**src/rtl/acs_unit_if.sv**
```systemverilog
`default_nettype none
// ============================================================================
// Module   : acs_unit_if
// Brief    : Interface bundling the control strobes, branch metrics and step
//            results of the Viterbi add-compare-select stage.
// Revision : 1.0 - initial release
// ============================================================================
interface acs_unit_if #(
  parameter int BMW = 2,
  parameter int PMW = 6,
  parameter int CW  = 4
);
  logic              en_add_i;
  logic              start_i;
  logic [BMW-1:0]    bm_00_i;
  logic [BMW-1:0]    bm_01_i;
  logic [BMW-1:0]    bm_10_i;
  logic [BMW-1:0]    bm_11_i;
  logic [3:0]        dec_o;
  logic              dec_valid_o;
  logic [1:0]        best_state_o;
  logic [4*PMW-1:0]  pm_flat_o;
  logic [CW-1:0]     step_cnt_o;
  logic              frame_done_o;

  // Control / branch-metric source side
  modport master (
    output en_add_i, start_i, bm_00_i, bm_01_i, bm_10_i, bm_11_i,
    input  dec_o, dec_valid_o, best_state_o, pm_flat_o, step_cnt_o, frame_done_o
  );

  // ACS stage side
  modport slave (
    input  en_add_i, start_i, bm_00_i, bm_01_i, bm_10_i, bm_11_i,
    output dec_o, dec_valid_o, best_state_o, pm_flat_o, step_cnt_o, frame_done_o
  );
endinterface
`default_nettype wire

```
**src/rtl/acs_unit.sv**
```systemverilog
`default_nettype none
// ============================================================================
// Module   : acs_unit
// Brief    : Add-compare-select stage for the K=3, rate-1/2 (7,5) Viterbi
//            decoder. Four path metrics, one decision bit per state, best
//            state tracking, MSB-based metric normalisation, frame counter.
// Revision : 1.0 - initial release
// ============================================================================
module acs_unit #(
  parameter int BMW       = 2,
  parameter int PMW       = 6,
  parameter int INIT_BIAS = 8,
  parameter int FRAME_LEN = 16
) (
  input  logic       clk,
  input  logic       rst,
  acs_unit_if.slave  bus
);

  localparam int             CW     = $clog2(FRAME_LEN);
  localparam int             NW     = PMW + 1;
  localparam logic [NW-1:0]  C_HALF = NW'(2 ** (PMW - 1));
  localparam logic [PMW-1:0] C_BIAS = PMW'(INIT_BIAS);
  localparam logic [CW-1:0]  C_LAST = CW'(FRAME_LEN - 1);

  // Branch metrics indexed by the code pair {c0,c1}
  logic [BMW-1:0] bm [4];
  assign bm[0] = bus.bm_00_i;
  assign bm[1] = bus.bm_01_i;
  assign bm[2] = bus.bm_10_i;
  assign bm[3] = bus.bm_11_i;

  logic [PMW-1:0] pm_q [4];
  logic [PMW-1:0] pm_d [4];
  logic [NW-1:0]  acs_new [4];
  logic [NW-1:0]  norm_full [4];
  logic [3:0]     dec_q, dec_d;
  logic [1:0]     best_q, best_d;
  logic           dec_valid_q;
  logic           frame_done_q;
  logic [CW-1:0]  cnt_q;
  logic           all_hi;
  logic [PMW-1:0] min_v;

  // One ACS butterfly half per next state ns={u,m}; predecessors {m,0}/{m,1}.
  // The pb branch always carries the bitwise-inverted code of the pa branch.
  for (genvar ns = 0; ns < 4; ns++) begin : g_acs
    localparam int U  = ns / 2;
    localparam int M  = ns % 2;
    localparam int PA = M * 2;
    localparam int PB = M * 2 + 1;
    localparam int CA = ((U ^ M) * 2) + U;
    localparam int CB = 3 - CA;
    logic [NW-1:0] ma, mb;
    assign ma          = NW'(pm_q[PA]) + NW'(bm[CA]);
    assign mb          = NW'(pm_q[PB]) + NW'(bm[CB]);
    assign dec_d[ns]   = (mb < ma);          // tie keeps pa
    assign acs_new[ns] = (mb < ma) ? mb : ma;
  end

  // Normalise when every metric has its MSB weight set, then pick the best state
  always_comb begin
    all_hi = 1'b1;
    for (int i = 0; i < 4; i++) begin
      all_hi = all_hi & (acs_new[i] >= C_HALF);
    end
    for (int i = 0; i < 4; i++) begin
      norm_full[i] = all_hi ? (acs_new[i] - C_HALF) : acs_new[i];
      pm_d[i]      = norm_full[i][PMW-1:0];
    end
    best_d = 2'd0;
    min_v  = pm_d[0];
    for (int i = 1; i < 4; i++) begin
      if (pm_d[i] < min_v) begin
        min_v  = pm_d[i];
        best_d = 2'(i);
      end
    end
  end

  // Metric, decision and counter registers; start outranks a coincident step
  always_ff @(posedge clk or posedge rst) begin
    if (rst) begin
      pm_q[0]      <= '0;
      pm_q[1]      <= C_BIAS;
      pm_q[2]      <= C_BIAS;
      pm_q[3]      <= C_BIAS;
      dec_q        <= '0;
      best_q       <= '0;
      dec_valid_q  <= 1'b0;
      frame_done_q <= 1'b0;
      cnt_q        <= '0;
    end else if (bus.start_i) begin
      pm_q[0]      <= '0;
      pm_q[1]      <= C_BIAS;
      pm_q[2]      <= C_BIAS;
      pm_q[3]      <= C_BIAS;
      dec_valid_q  <= 1'b0;
      frame_done_q <= 1'b0;
      cnt_q        <= '0;
    end else if (bus.en_add_i) begin
      for (int i = 0; i < 4; i++) begin
        pm_q[i] <= pm_d[i];
      end
      dec_q        <= dec_d;
      best_q       <= best_d;
      dec_valid_q  <= 1'b1;
      frame_done_q <= (cnt_q == C_LAST);
      cnt_q        <= (cnt_q == C_LAST) ? '0 : cnt_q + 1'b1;
    end else begin
      dec_valid_q  <= 1'b0;
      frame_done_q <= 1'b0;
    end
  end

  assign bus.dec_o        = dec_q;
  assign bus.dec_valid_o  = dec_valid_q;
  assign bus.best_state_o = best_q;
  assign bus.pm_flat_o    = {pm_q[3], pm_q[2], pm_q[1], pm_q[0]};
  assign bus.step_cnt_o   = cnt_q;
  assign bus.frame_done_o = frame_done_q;

endmodule
`default_nettype wire

```
**src/flat_wrapper.sv**
```systemverilog
// flat-port wrapper written by rule: the top's interface ports become plain ports
module acs_unit_flat 
#(
  parameter int BMW       = 2,
  parameter int PMW       = 6,
  parameter int INIT_BIAS = 8,
  parameter int FRAME_LEN = 16
)
  (clk, rst, bus_en_add_i, bus_start_i, bus_bm_00_i, bus_bm_01_i, bus_bm_10_i, bus_bm_11_i, bus_dec_o, bus_dec_valid_o, bus_best_state_o, bus_pm_flat_o, bus_step_cnt_o, bus_frame_done_o);
  acs_unit_if #(.BMW(BMW), .PMW(PMW), .CW(4)) bus_i ();
  input  logic clk;
  input  logic rst;
  input wire logic [$bits(bus_i.en_add_i)-1:0] bus_en_add_i;
  input wire logic [$bits(bus_i.start_i)-1:0] bus_start_i;
  input wire logic [$bits(bus_i.bm_00_i)-1:0] bus_bm_00_i;
  input wire logic [$bits(bus_i.bm_01_i)-1:0] bus_bm_01_i;
  input wire logic [$bits(bus_i.bm_10_i)-1:0] bus_bm_10_i;
  input wire logic [$bits(bus_i.bm_11_i)-1:0] bus_bm_11_i;
  output wire logic [$bits(bus_i.dec_o)-1:0] bus_dec_o;
  output wire logic [$bits(bus_i.dec_valid_o)-1:0] bus_dec_valid_o;
  output wire logic [$bits(bus_i.best_state_o)-1:0] bus_best_state_o;
  output wire logic [$bits(bus_i.pm_flat_o)-1:0] bus_pm_flat_o;
  output wire logic [$bits(bus_i.step_cnt_o)-1:0] bus_step_cnt_o;
  output wire logic [$bits(bus_i.frame_done_o)-1:0] bus_frame_done_o;
  assign bus_i.en_add_i = bus_en_add_i;
  assign bus_i.start_i = bus_start_i;
  assign bus_i.bm_00_i = bus_bm_00_i;
  assign bus_i.bm_01_i = bus_bm_01_i;
  assign bus_i.bm_10_i = bus_bm_10_i;
  assign bus_i.bm_11_i = bus_bm_11_i;
  assign bus_dec_o = bus_i.dec_o;
  assign bus_dec_valid_o = bus_i.dec_valid_o;
  assign bus_best_state_o = bus_i.best_state_o;
  assign bus_pm_flat_o = bus_i.pm_flat_o;
  assign bus_step_cnt_o = bus_i.step_cnt_o;
  assign bus_frame_done_o = bus_i.frame_done_o;
  acs_unit #(.BMW(BMW), .PMW(PMW), .INIT_BIAS(INIT_BIAS), .FRAME_LEN(FRAME_LEN)) u_core (.clk(clk), .rst(rst), .bus(bus_i));
endmodule
```
**config.mk**
```make
export PLATFORM = sky130hd
export DESIGN_NAME = acs_unit_flat
export DESIGN_NICKNAME = d
export VERILOG_FILES = /design/src/rtl/acs_unit_if.sv /design/src/rtl/acs_unit.sv /design/src/flat_wrapper.sv
export SDC_FILE = /design/constraint.sdc
export NUM_CORES = 1
export LEC_CHECK = 0
export ABC_AREA = 1
export CAP_MARGIN = 15
export CORE_ASPECT_RATIO = 0.6
export CORE_MARGIN = 2
export CORE_UTILIZATION = 58
export DETAILED_ROUTE_END_ITERATION = 10
export PLACE_DENSITY = 0.83
export SLEW_MARGIN = 10
export SYNTH_ARGS = -nofsm -noshare
export SYNTH_HDL_FRONTEND = slang
export SYNTH_SLANG_ARGS = --single-unit
```
**constraint.sdc**
```tcl
create_clock -name clk -period 6.4 [get_ports clk]
set_input_delay 1.28 -clock clk [delete_from_list [all_inputs] [get_ports clk]]
set_output_delay 1.28 -clock clk [all_outputs]
set_load 0.005 [all_outputs]
```
==> results of run 1 <==
metrics by stage:
step,area [um2],utilization,std cells
finish,5750,0.865,766
global route,5750,0.865,766
CTS,5390,0.810,753
detailed placement,5040,0.759,735
global placement,5040,0.759,735
floorplan,3980,-,540
registers in the layout, indices dropped and copies added, names as in the netlist:
signal,flops
u_core.bus.dec_o,4
u_core.bus.step_cnt_o,4
u_core.bus.best_state_o,2
u_core.bus.pm_flat_o,24
u_core.bus.dec_valid_o,1
u_core.bus.frame_done_o,1
area by class of cell:
cell class                      count  area, um2  share of cell area
Sequential cell                    36        905               0.157
Clock buffer                        8        156              0.0272
Tap cell                           87        109              0.0189
Timing Repair Buffer              147       1240               0.216
Inverter                           78        295              0.0513
Multi-Input combinational cell    410       3040               0.529
worst register-to-register path, delay by kind of cell, from the launching register on:
| kind | cells | cell delay (ns) |
|---|---|---|
| adder cells (fa/ha/maj) | 5 | 1.68 |
| AND/OR/NAND/NOR | 19 | 1.91 |
| buffers and inverters | 6 | 0.70 |
| XOR/XNOR | 1 | 0.25 |
| flip-flops | 1 | 0.50 |
| AO/OA/AOI/OAI | 6 | 0.84 |
cell usage after synthesis (2+ instances only):
master and instances:
nor2_1 21, nor2_4 2, buf_6 2, fa_1 8
inv_2 4, xnor2_1 6, nand4_1 7, o21ai_0 46
clkbuf_1 8, inv_1 73, o21ai_1 6, a21o_1 2
buf_2 2, ha_1 54, dfstp_2 3, xor2_1 27
nand3_1 26, nand3_2 5, a21oi_1 15, nand2_1 138
nor3_1 2, o21a_1 2, nand2_4 3, buf_4 4
dfrtp_1 33, o22ai_1 10, nand2_2 17
per-layer routing:
metal | track usage | share of wire | wire, um
met2 | 0.591 | 0.43 | 7030
met5 | 0 | 0 | 0
met1 | 0.479 | 0.37 | 6130
met4 | 0.125 | 0.070 | 1150
met3 | 0.0868 | 0.13 | 2200
cells by family after synthesis:
group | count (synthesis) | share of synthesized area
AO/OA/AOI/OAI | 89 | 0.125
AND/OR/NAND/NOR | 225 | 0.263
flip-flops | 36 | 0.227
buffers and inverters | 94 | 0.0975
XOR/XNOR | 34 | 0.0767
adder cells (fa/ha/maj) | 62 | 0.210
worst paths after layout:
path	cells past startpoint	endpoint	from
max in group asynchronous	3	u_core.bus.pm_flat_o[15]$_DFFE_PP1P_	rst
setup reg to reg	37	u_core.bus.best_state_o[1]$_DFFE_PP0P_	u_core.bus.pm_flat_o[19]$_DFFE_PP0P_
hold / removal	2	u_core.bus.dec_o[1]$_DFFE_PP0P_	u_core.bus.dec_o[1]$_DFFE_PP0P_
hold reg to reg	2	u_core.bus.dec_o[1]$_DFFE_PP0P_	u_core.bus.dec_o[1]$_DFFE_PP0P_
setup / recovery	39	u_core.bus.best_state_o[1]$_DFFE_PP0P_	bus_bm_11_i[0]
min in group asynchronous	3	u_core.bus.pm_flat_o[12]$_DFFE_PP0P_	rst
layout by cell type, fill, tap and decap left out, drive strengths merged:
cell type / n
buf: 100
dfrtp: 33
a21boi: 1
o21ai: 53
a21oi: 16
nand4: 7
a211oi: 1
o31ai: 1
a31oi: 1
clkdlybuf4s50: 39
ha: 54
clkbuf: 9
nor4: 1
dlymetal6s2s: 7
fa: 8
nor2: 24
a22o: 1
nand2: 158
nand3: 32
dfstp: 3
o22ai: 10
xor2: 28
inv: 78
nor3: 3
o21a: 2
a21o: 2
a22oi: 1
xnor2: 6
repair_timing:
action / in CTS / in global routing
endpoints found under the setup margin: 2 / 2
gates cloned: 0 / 0
pin swaps: 14 / 29
endpoints found under the hold margin: 0 / 0
setup buffers: 10 / 12
resized for setup: 36 / 58
==> results.md, run 1 <==
- Setup-failing EPs final: 2
- Cells after synthesis: 540
- Post-synth ARST share: 1.00
- Synthesized area per cell: approximately 7.4 um2
- Slew @ Worst Pin: 1.09 ns
- Pre-CTS WS: -0.940 ns
- Initial antenna violation count: 0
- Cell mode on critical path: nand2_1
- Hold Buf Count CTS: 0
- Fmax: 152 MHz
- Register bit total from synthesis: 36
- Vias: about 4800
- Final count of hold timing violations: 0
- Root buf cell: clkbuf_16
- Number of synthesized flops with an enable pin: 0
- Largest net degree at the start of global routing: 37
- H-Tree Depth: 2
- Clock transition at path regs: 0.06 ns
- Hold WS: 0.507 ns
- Warnings from Yosys: 0
- Number of global-route vias before repair: roughly 4200
- Max-Cap Viols: 0
- Library cells used by synthesis: 41
- Worst-skew pair later-pin latency: 0.29 ns
- Initial Util: 0.599
- Final period util: 1.03
- Core box area: between 6000 and 7000 um2
- Leading area contributor after synthesis: dfrtp_1
- Ant diodes: 0
- Die area: 7560 um2
- Filler cells: 325
- Area delta synth->final: 44.5%
- Drt drc: 0
- Worst EP arrival: roughly 7 ns
- Status: finished, violations left
- Synth Flop Type: dfrtp_1
- Crit path buf inv count: 6
- WL/cell: roughly 22 um
- Clk_skew: between 0.007 and 0.008 ns
- Buffer depth of the longest clock path: 2
- Crit path kind: in2reg
- Register area share after synthesis: 0.227
- DRT Pass-1 Iters: 6
- Syn_nets: 614
- DRT iter0 DRCs: 807
- Setup crit end kind: flip-flop
- Routability cong.: 0.918
- Total global routing track utilization: 0.361
- NumNets Final: roughly 750
- WP data required: about 6.6 ns
- Routed Antenna Nets: 0
- Die Height: between 60 and 70 um
- CTS tree: done
- Slew margin rel.: 0.271
- Final setup margin: -0.175 ns
- Post-DP HPWL: 9720 um
- Buffers added on ports: 47
- Row count: 23
- First-pass GRT wire length: between 20000 and 25000 um
- Mapped Area: 3980 um2
- CTS Buf Count: 5
- Synth top area share: 0.207
- Failing checks: negative setup slack
- Boundary Pins: 48
- CP max-delay cell: fa_2
- HP Class: reg2reg
- Worst Path Max Fanout: 8
- Number of vias per cell: 6.31
- R2R setup slack: about 0.45 ns
- Total wire length: 16500 um
- Final Max Slew Viols: 0
- Setup TNS: -0.344 ns
- GRT overflow: 0
- Die width: 111 um
- CP peak stage delay: approximately 0.36 ns
- Clock sink count: 36
- Cell family with most CP delay: simple AND/OR/NAND/NOR gates
- CP Launch Type: primary input
- Share of cells above drive strength 1: 0.305
- Minimum clock period: 6.57 ns
- Synth top area cells: dfrtp_1, ha_1, nand2_1, inv_1, xor2_1
Power of run 1 is left out: the tool's default activity adds up to more than one toggle a clock period on the data nets, which glitch-free logic cannot reach.
==> run 2: changes to the inputs <==
- CORE_UTILIZATION: 58 -> 62
- PLACE_DENSITY: 0.83 -> 0.87
- clock period: 6.4 -> 7.6 ns (I/O delays scaled with it)
==> results.md, run 2 (synthesis gave the netlist of run 1 again) <==
- Die area: between 7000 and 8000 um2
- First-pass GRT wire length: 17300 um
- CTS Buf Count: 5
- Core box area: 6170 um2
- WP data required: 7.83 ns
- WL/cell: 16.1 um
- Number of global-route vias before repair: 3648
- Max FFs per register: 24
- Final setup margin: 0.416 ns
- Setup TNS: 0 ns
- CP peak stage delay: 0.47 ns
- Routability cong.: around 0.96
- Initial antenna violation count: 0
- Routed Antenna Nets: 0
- Post-DP HPWL: 8510 um
- Clk_skew: 0.0146 ns
- Final count of hold timing violations: 0
- Buffer depth of the longest clock path: 2
- CTS tree: done
- Largest net degree at the start of global routing: 37
- NumNets Final: about 660
- Die Height: 66.1 um
- Boundary Pins: 48
- DRT Pass-1 Iters: 6
- Clock sink count: 36
- Crit path kind: in2reg
- CP max-delay cell: fa_1
- Ant diodes: 0
- Cell mode on critical path: nand2_1
- Clock transition at path regs: 0.07 ns
- Worst-skew pair later-pin latency: about 0.30 ns
- Share of cells above drive strength 1: 0.0997
- Crit path buf inv count: 4
- Commonest non-fill, non-tap cell in the layout: nand2_1
- Max-Cap Viols: 0
- Worst EP arrival: 7.41 ns
- Number of vias per cell: between 5 and 6
- CP Launch Type: primary input
- Vias: around 3800
- Fmax: 139 MHz
- Hold Buf Count CTS: 0
- H-Tree Depth: 2
- DRT iter0 DRCs: ~360
- Row count: 22
- Drt drc: 0
- Most frequent cells in the layout: nand2_1, inv_1, ha_1
- Final Max Slew Viols: 0
- Total wire length: 10700 um
- Setup crit end kind: flip-flop
- Worst Path Max Fanout: 13
- Root buf cell: clkbuf_8
- Buffers added on ports: 47
- GRT overflow: 0
- Minimum clock period: 7.18 ns
- HP Class: reg2reg
- Pre-CTS WS: -0.0844 ns
- Total global routing track utilization: 0.315
- Die width: 107 um
- Initial Util: 0.645
- Slew margin rel.: 0.311
- Status: completed
- Slew @ Worst Pin: 1.03 ns
- Area delta synth->final: 15.3%
- Final period util: 0.945
- Setup-failing EPs final: 0
- Cell family with most CP delay: simple AND/OR/NAND/NOR gates
[run 2: worst paths after layout]
path | startpoint | depth (start not counted) | slack, ns | end
max in group asynchronous | rst | 3 | 5.61 | u_core.bus.pm_flat_o[15]$_DFFE_PP1P_
min in group asynchronous | rst | 3 | 1.64 | u_core.bus.best_state_o[0]$_DFFE_PP0P_
worst min-delay path | u_core.bus.dec_o[3]$_DFFE_PP0P_ | 2 | 0.49 | u_core.bus.dec_o[3]$_DFFE_PP0P_
worst max-delay path | bus_bm_00_i[0] | 37 | 0.42 | u_core.bus.best_state_o[1]$_DFFE_PP0P_
worst max register to register | u_core.bus.pm_flat_o[0]$_DFFE_PP0P_ | 36 | 1.60 | u_core.bus.best_state_o[1]$_DFFE_PP0P_
worst min register to register | u_core.bus.dec_o[3]$_DFFE_PP0P_ | 2 | 0.49 | u_core.bus.dec_o[3]$_DFFE_PP0P_
[run 2: area by class of cell]
| cell class | count | area [um2] |
|---|---|---|
| clock buffers | 5 | 68.8 |
| clock inverters | 3 | 18.8 |
| fillers | 470 | 1580 |
| inverters | 78 | 295 |
| multi-input cells | 410 | 2700 |
| flip-flops and latches | 36 | 905 |
| well taps | 84 | 105 |
| repair buffers | 50 | 493 |
[run 2: per-layer routing]
layer	up-vias	global-route usage	routed length (um)
met3	16	0.0956	1240
met1	1776	0.445	4950
met2	192	0.479	4420
li1	1830	-	-
met4	0	0.0657	110
met5	-	0	0
[run 2: through the flow]
stage | utilization | hold slack, ns | std cells | instance area, um2
4_1_cts | 0.742 | 0.496 | 666 | 4570
2_1_floorplan | - | 0.476 | 540 | 3980
3_5_place_dp | 0.727 | 0.478 | 658 | 4490
5_1_grt | 0.744 | 0.541 | 666 | 4590
3_3_place_gp | 0.727 | 0.465 | 658 | 4490
6_report | 0.744 | 0.492 | 666 | 4590
[run 2: worst min-delay path: cells and delay by family (launching register included)]
kind / cells / cell delay, ns
simple gates: 1 / 0.05
compound gates: 1 / 0.06
flops: 1 / 0.35
[run 2: timing repair]
action,in CTS,in global routing
setup endpoints to repair,0,2
resized for setup,0,10
setup buffers,0,0
Power of run 2 is left out for the same reason.
==> run 3: changes to the inputs <==
- CORE_UTILIZATION: 62 -> 58
- PLACE_DENSITY: 0.87 -> 0.83
- clock period: 7.6 -> 7 ns (I/O delays scaled with it)
==> results.md, run 3 (synthesis gave the netlist of run 1 again) <==
- H-Tree Depth: 2
- Hold WS: ~0.48 ns
- Post-DP HPWL: 8930 um
- Cell mode on critical path: nand2_1
- Total global routing track utilization: 0.319
- Ant diodes: 0
- Drt drc: 0
- Worst r2r dst: u_core.bus.best_state_o[1]$_DFFE_PP0P_
- Layout Cells excl Fill: 705
- Clk_skew: 0.00503 ns
- Initial Util: 0.599
- Clock sink count: 36
- Boundary Pins: 48
- Clock transition at path regs: around 0.060 ns
- Buffer depth of the longest clock path: 2
- Root buf cell: clkbuf_16
- CP Launch Type: primary input
- R2R setup slack: 1.10 ns
- GRT overflow: 0
- Number of global-route vias before repair: 3817
- NumNets Final: 691
- Most frequent cells in the layout: nand2_1, inv_1, ha_1
- Max FFs per register: 24
- Worst EP arrival: 7.15 ns
- Worst Setup EP: u_core.bus.best_state_o[1]$_DFFE_PP0P_
- Worst flop-to-flop path startpoint: u_core.bus.pm_flat_o[13]$_DFFE_PP0P_
- DRT Pass-1 Iters: 7
- Worst-skew pair later-pin latency: around 0.29 ns
- CP peak stage delay: 0.44 ns
- Row count: 23
- Routability cong.: 0.908
- WL/cell: approximately 18 um
- Commonest non-fill, non-tap cell in the layout: nand2_1
- Worst Setup SP: bus_bm_10_i[0]
- DP Cell Count: 681
- Setup-failing EPs final: 0
- CTS tree: done
- Final setup margin: 0.0714 ns
- FF-to-FF path depth: 41
- Die Height: 68.2 um
- Buffers added on ports: between 40 and 50
- Final count of hold timing violations: 0
- Routed Antenna Nets: 0
- Largest net degree at the start of global routing: 37
- Slew @ Worst Pin: ~1.1 ns
- DRT iter0 DRCs: 440
- Final period util: 0.990
- Total wire length: 12400 um
- Worst Path Max Fanout: 8
- Setup TNS: 0 ns
- Die area: 7560 um2
- Status: completed
- WP data required: 7.22 ns
- Area delta synth->final: 27.7%
- Core box area: around 6600 um2
- CP max-delay cell: clkdlybuf4s50_1
- Pre-CTS WS: -0.640 ns
- Number of vias per cell: around 5.9
- Minimum clock period: 6.93 ns
- Setup crit end kind: flip-flop
- Fmax: 144 MHz
- Slew margin rel.: 0.270
- First-pass GRT wire length: approximately 19000 um
- Initial antenna violation count: 0
- Vias: approximately 4200
- Crit path kind: in2reg
- Die width: between 100 and 150 um
- HP Class: reg2reg
- Share of cells above drive strength 1: 0.191
- CTS Buf Count: 5
- Max-Cap Viols: 0
- Final Max Slew Viols: 0
==> run 3: metrics by stage <==
step                       util  instance area, um2
after global routing      0.765                5080
after detailed placement  0.698                4640
after floorplan               -                3980
after CTS                 0.720                4790
final                     0.765                5080
after global placement    0.698                4640
==> run 3: worst min-delay path by stage <==
stage                                          startpoint                              end  slack [ns]  cells after the start
after floorplan           u_core.bus.dec_o[0]$_DFFE_PP0P_  u_core.bus.dec_o[0]$_DFFE_PP0P_        0.48                      2
after detailed placement  u_core.bus.dec_o[0]$_DFFE_PP0P_  u_core.bus.dec_o[0]$_DFFE_PP0P_        0.47                      2
after global placement    u_core.bus.dec_o[0]$_DFFE_PP0P_  u_core.bus.dec_o[0]$_DFFE_PP0P_        0.47                      2
final                     u_core.bus.dec_o[0]$_DFFE_PP0P_  u_core.bus.dec_o[0]$_DFFE_PP0P_        0.48                      2
after CTS                 u_core.bus.dec_o[0]$_DFFE_PP0P_  u_core.bus.dec_o[0]$_DFFE_PP0P_        0.49                      2
after global routing      u_core.bus.dec_o[0]$_DFFE_PP0P_  u_core.bus.dec_o[0]$_DFFE_PP0P_        0.51                      2
==> run 3: critical path, delay by kind of cell <==
kind                       cells  cell delay (ns)
adders and majority gates      6             1.76
xor gates and xnor gates       1             0.18
buffers and inverters          5             0.89
and+or+nand+nor               21             2.02
AOI/OAI and AO/OA              6             0.88
==> run 3: final cells by class <==
class | count | area [um2]
inverter | 78 | 295
fill | 475 | 1570
sequential | 36 | 905
clock inverter | 1 | 5.00
multi-input combinational | 411 | 2870
timing repair buffer | 85 | 769
clock buffer | 7 | 133
tap | 87 | 109
==> run 3: metal layers <==
layer  vias up  wire [um]  GRT usage
li1       1901          -          -
met1      1987       5350      0.457
met2       261       5330      0.482
met3        41       1380     0.0771
met4         0        316     0.0969
met5         -          0          0
==> run 3: what timing repair did <==
| item | CTS | global route |
|---|---|---|
| cloned | 0 | 1 |
| setup buffers | 0 | 15 |
| pin swaps | 0 | 20 |
| hold buffers | 0 | 0 |
| setup endpoints to repair | 2 | 2 |
| gates resized for setup | 5 | 50 |
Power of run 3 is left out for the same reason.
